File: src/rtl/fifo_bram_ctrl.sv
// First-word-fall-through FIFO controller around an external dual-port BRAM
// with a registered port-B read, a two-entry output stage (head + skid) and one fetch in flight.
module fifo_bram_ctrl #(
  parameter int unsigned addr_width = 10,
  parameter int unsigned data_width = 8
) (
  input  logic                  clk,
  input  logic                  rst,
  input  logic                  wr_valid,
  input  logic [data_width-1:0] wr_data,
  output logic                  wr_ready,
  output logic                  rd_valid,
  output logic [data_width-1:0] rd_data,
  input  logic                  rd_ready,
  output logic [addr_width:0]   count,
  output logic                  mem_we_a,
  output logic [addr_width-1:0] mem_addr_a,
  output logic [data_width-1:0] mem_din_a,
  output logic                  mem_we_b,
  output logic [addr_width-1:0] mem_addr_b,
  output logic [data_width-1:0] mem_din_b,
  input  logic [data_width-1:0] mem_dout_b
);

  localparam int unsigned depth = 1 << addr_width;
  localparam int unsigned cnt_w = addr_width + 1;

  logic [addr_width-1:0] wr_ptr;
  logic [addr_width-1:0] rd_ptr;
  logic [cnt_w-1:0]      mem_cnt;
  logic                  pend;
  logic                  head_v;
  logic                  skid_v;
  logic [data_width-1:0] head;
  logic [data_width-1:0] skid;
  logic                  push;
  logic                  pop;
  logic                  fetch;
  logic [1:0]            in_flight;

  // Fetch only while the output stage can absorb the returning word.
  always_comb begin
    push      = wr_valid && wr_ready;
    pop       = head_v && rd_ready;
    in_flight = 2'(head_v) + 2'(skid_v) + 2'(pend);
    fetch     = (mem_cnt != '0) && (in_flight < (2'd2 + 2'(pop)));
  end

  assign wr_ready   = count < cnt_w'(depth);
  assign rd_valid   = head_v;
  assign rd_data    = head;
  assign mem_we_a   = push && !rst;
  assign mem_addr_a = wr_ptr;
  assign mem_din_a  = wr_data;
  assign mem_we_b   = 1'b0;
  assign mem_addr_b = rd_ptr;
  assign mem_din_b  = '0;

  always_ff @(posedge clk) begin
    if (rst) begin
      wr_ptr  <= '0;
      rd_ptr  <= '0;
      mem_cnt <= '0;
      count   <= '0;
      pend    <= 1'b0;
      head_v  <= 1'b0;
      skid_v  <= 1'b0;
      head    <= '0;
      skid    <= '0;
    end else begin
      if (push) wr_ptr <= wr_ptr + addr_width'(1);
      if (fetch) rd_ptr <= rd_ptr + addr_width'(1);
      mem_cnt <= mem_cnt + cnt_w'(push) - cnt_w'(fetch);
      count   <= count + cnt_w'(push) - cnt_w'(pop);
      pend    <= fetch;
      // Returning BRAM word lands in head when head frees up, otherwise in skid.
      if (pop && skid_v) begin
        head   <= skid;
        head_v <= 1'b1;
        skid_v <= pend;
        if (pend) skid <= mem_dout_b;
      end else if (pop) begin
        head_v <= pend;
        if (pend) head <= mem_dout_b;
      end else if (pend) begin
        if (!head_v) begin
          head   <= mem_dout_b;
          head_v <= 1'b1;
        end else begin
          skid   <= mem_dout_b;
          skid_v <= 1'b1;
        end
      end
    end
  end

endmodule

File: config.mk
export PLATFORM = sky130hd
export DESIGN_NAME = fifo_bram_ctrl
export DESIGN_NICKNAME = d
export VERILOG_FILES = /design/src/rtl/fifo_bram_ctrl.sv
export SDC_FILE = /design/constraint.sdc
export NUM_CORES = 1
export LEC_CHECK = 0
export BUFFER_PORTS_ARGS = -buffer_cell sky130_fd_sc_hd__buf_2
export CAP_MARGIN = 20
export CORE_ASPECT_RATIO = 1.75
export CORE_UTILIZATION = 58
export DETAILED_ROUTE_END_ITERATION = 8
export PLACE_DENSITY_LB_ADDON = 0.1
export SETUP_SLACK_MARGIN = 0.02
export SYNTH_ARGS = -nofsm -noshare
export SYNTH_HDL_FRONTEND = slang
export SYNTH_SLANG_ARGS = --single-unit
File: constraint.sdc
create_clock -name clk -period 5.5 [get_ports clk]
set_clock_uncertainty 0.1 [all_clocks]
set_input_delay 0.55 -clock clk [delete_from_list [all_inputs] [get_ports clk]]
set_output_delay 0.55 -clock clk [all_outputs]
set_load 0.05 [all_outputs]
==> flow_summary.json <==
{
  "ios": 79,
  "hold_path.class": "in -> reg",
  "synthTopCellsByArea": "dfxtp_1 36%, ha_1 10%, nor2_1 6.2%, mux2i_1 5.0%, xor2_1 4.9%",
  "grt_antenna_before_repair": 0,
  "worstSetupStartpoint": "rd_valid",
  "drt_first_iter_violations": 147,
  "yosysTopAreaCellShare": 0.362,
  "layout_common_cells": "61 x dfxtp_1, 56 x nor2_1, 53 x buf_2",
  "synthToLayoutAreaGrowth_pct": 13.2,
  "syn-instance-count": 383,
  "status": "finished, final reports clean",
  "cts_made_buffers": 9,
  "grt_pass1_vias": 2492,
  "whs_path_depth": 3,
  "synth_edf_count": 0,
  "drtPass1Iterations": 4,
  "grt_setup_unrepaired": "no",
  "num_antenna_cells": 0,
  "coreArea_um2": 5590,
  "postCtsSetupRepairBufs": 0,
  "final_layout_size_suffix_gt1_frac": 0.169,
  "arrival_ns": 4.19,
  "dieArea_um2": 6140,
  "gr-total-overflow": 0,
  "critPathMaxStageDelay_ns": 0.73,
  "drc_errors": 0,
  "async_flop_share": 0,
  "clk_pin_slew_ns": 0.07,
  "vias": 2698,
  "initial_core_util": 0.604,
  "num-nets-final": 479,
  "path_cells": "inv_2 > fa_1 > a31oi_1 > a31oi_1 > ha_1 > inv_1 > ha_1 > inv_1 > fa_1 > nor2b_1 > o221ai_1 > a211oi_1 > o21a_1 > nor3_1",
  "fillers": 505,
  "grt_usage": 0.223,
  "design_area_um2": 3820,
  "drv_slew": 0,
  "power_density_nw_per_um2": 613,
  "ys_seq_area_frac": 0.362,
  "r2r_start": "rd_valid",
  "fp.dieW_um": 59.7,
  "worstPathRequired_ns": 5.64,
  "gp_congestion": 0.853,
  "routedWlPerCell_um": 12.4,
  "cts_tree": "built",
  "vias_per_cell": 5.30,
  "min-delay-start": "mem_dout_b[3]",
  "crit_slowest_cell": "a31oi_1",
  "critical_path_buf_inv_count": 3,
  "r2r_cells": 14,
  "postSynthAreaPerCell_um2": 8.81,
  "fin_ws_ns": 1.45,
  "crit_type": "reg -> reg",
  "setup_viol": 0,
  "max_freq_ghz": 0.247,
  "fin_tns_setup_ns": 0,
  "maxCapViolations": 0,
  "relSlewSlack": 0.350,
  "ys_ff_latch": 61,
  "placementRows": 36,
  "port_buffers": 53,
  "htreeDepth": 3,
  "tightest_slew_ns": 0.970,
  "synth_top_area_cell": "dfxtp_1",
  "ys_types": 50,
  "place_ws_ns": 1.40,
  "synth_area_um2": 3370,
  "finalCritPeriodShare": 0.736,
  "min_period_ns": 4.05,
  "cp-end-kind": "register",
  "fin_util": 0.684,
  "finalHoldViolations": 0,
  "cts_max_path_buffers": 2,
  "cts_root_buf": "clkbuf_8",
  "ant_nets": 0,
  "leakage_nw": 1.87,
  "layout_commonest_cell": "dfxtp_1",
  "cts_num_sinks": 61,
  "start_kind": "register",
  "worst_skew_pair.late_latency_ns": 0.35,
  "critPathTopFamily": "compound AO/OA/AOI/OAI gates",
  "post_cts_resized": 0,
  "synthFlopType": "dfxtp_1",
  "die_y_um": 103,
  "dpl-instance-area_um2": 3590,
  "hpwl_mm": 4.59,
  "grt_start_max_net_pins": 66,
  "hold_buffers": 0,
  "yosys_warnings": 0,
  "grt_pass1_wl_mm": 10.3,
  "cp_max_fo": 12,
  "cp_num_cells": 14,
  "ir_drop_mv": 0.407,
  "routed_wirelength_mm": 6.33
}
-- report_power, final --
part / switching, mW / leakage (nW) / internal (mW) / total [mW]
sequential: 0.0756 / 0.501 / 0.543 / 0.619
combinational: 0.789 / 1.26 / 0.507 / 1.30
clock: 0.173 / 0.107 / 0.253 / 0.425
-- per-stage QoR --
step / cells / total power, mW / hold WS [ns]
CTS: 508 / 2.36 / 0.342
detailed placement: 492 / 1.92 / 0.386
global placement: 492 / 1.90 / 0.375
finish: 509 / 2.34 / 0.352
global route: 509 / 2.52 / 0.357
floorplan: 391 / 1.69 / 0.364
-- Yosys cell counts, types with 4 or more instances --
master and count:
o21ai_0 4, a211oi_1 12, nor3_1 10, a21o_1 4, clkbuf_1 7, and3_1 5
xor2_1 19, nand2_1 8, buf_4 17, o21a_1 7, nand2b_1 6, xnor2_1 6
nor2_1 56, dfxtp_1 61, nor2b_1 9, nand4_1 10, nand3_1 7, ha_1 28
mux2i_1 17, inv_1 33, a21oi_1 14
-- flip-flops by register name, indices dropped and copies added (netlist names) --
name,flops
mem_addr_b,10
skid_v,1
mem_cnt,11
rd_data,8
mem_addr_a,10
rd_valid,1
skid,8
pend,1
count,11
-- cell families (layout without fill, tap and decap cells) --
family / after synthesis / in the layout / synth area share
adder cells (fa/ha/maj): 31 / 31 / 0.122
multiplexers: 19 / 19 / 0.0571
other: 1 / 9 / 0.00111
buffers and inverters: 63 / 105 / 0.0901
AO/OA/AOI/OAI: 62 / 62 / 0.126
XOR/XNOR: 25 / 25 / 0.0649
flip-flops: 61 / 61 / 0.362
AND/OR/NAND/NOR: 121 / 121 / 0.177
-- worst reg2reg max path, cell delays in order, from the launching register on --
cell	delay [ns]
dfxtp_1	0.40
inv_2	0.09
fa_1	0.54
a31oi_1	0.09
a31oi_1	0.73
ha_1	0.37
inv_1	0.05
ha_1	0.15
inv_1	0.05
fa_1	0.38
nor2b_1	0.21
o221ai_1	0.24
a211oi_1	0.35
o21a_1	0.15
nor3_1	0.04
-- metal layers --
| layer | part of all wire | GRT usage | up-vias | routed length, µm |
|---|---|---|---|---|
| met1 | 0.40 | 0.225 | 1250 | 2560 |
| met3 | 0.044 | 0.0690 | 14 | 278 |
| li1 | - | - | 1372 | - |
| met4 | 0.021 | 0.107 | 0 | 131 |
| met2 | 0.53 | 0.403 | 62 | 3360 |
| met5 | 0 | 0 | - | 0 |
-- layout make-up --
class / count / area, µm² / area share
Multi-Input combinational cell: 267 / 1880 / 0.492
Clock buffer: 11 / 131 / 0.0344
Sequential cell: 61 / 1220 / 0.320
Tap cell: 76 / 95.1 / 0.0249
Clock inverter: 5 / 75.1 / 0.0197
Timing Repair Buffer: 54 / 285 / 0.0747
Inverter: 35 / 131 / 0.0344
-- path summary, 6_finish.rpt --
check,endpoint,slack [ns]
worst max-delay path,mem_cnt[8],1.45
worst min-delay path,skid[3],0.35
worst max register to register,mem_cnt[8],1.45
worst min register to register,rd_data[2],0.40
Power figures use the tool's default switching activity.
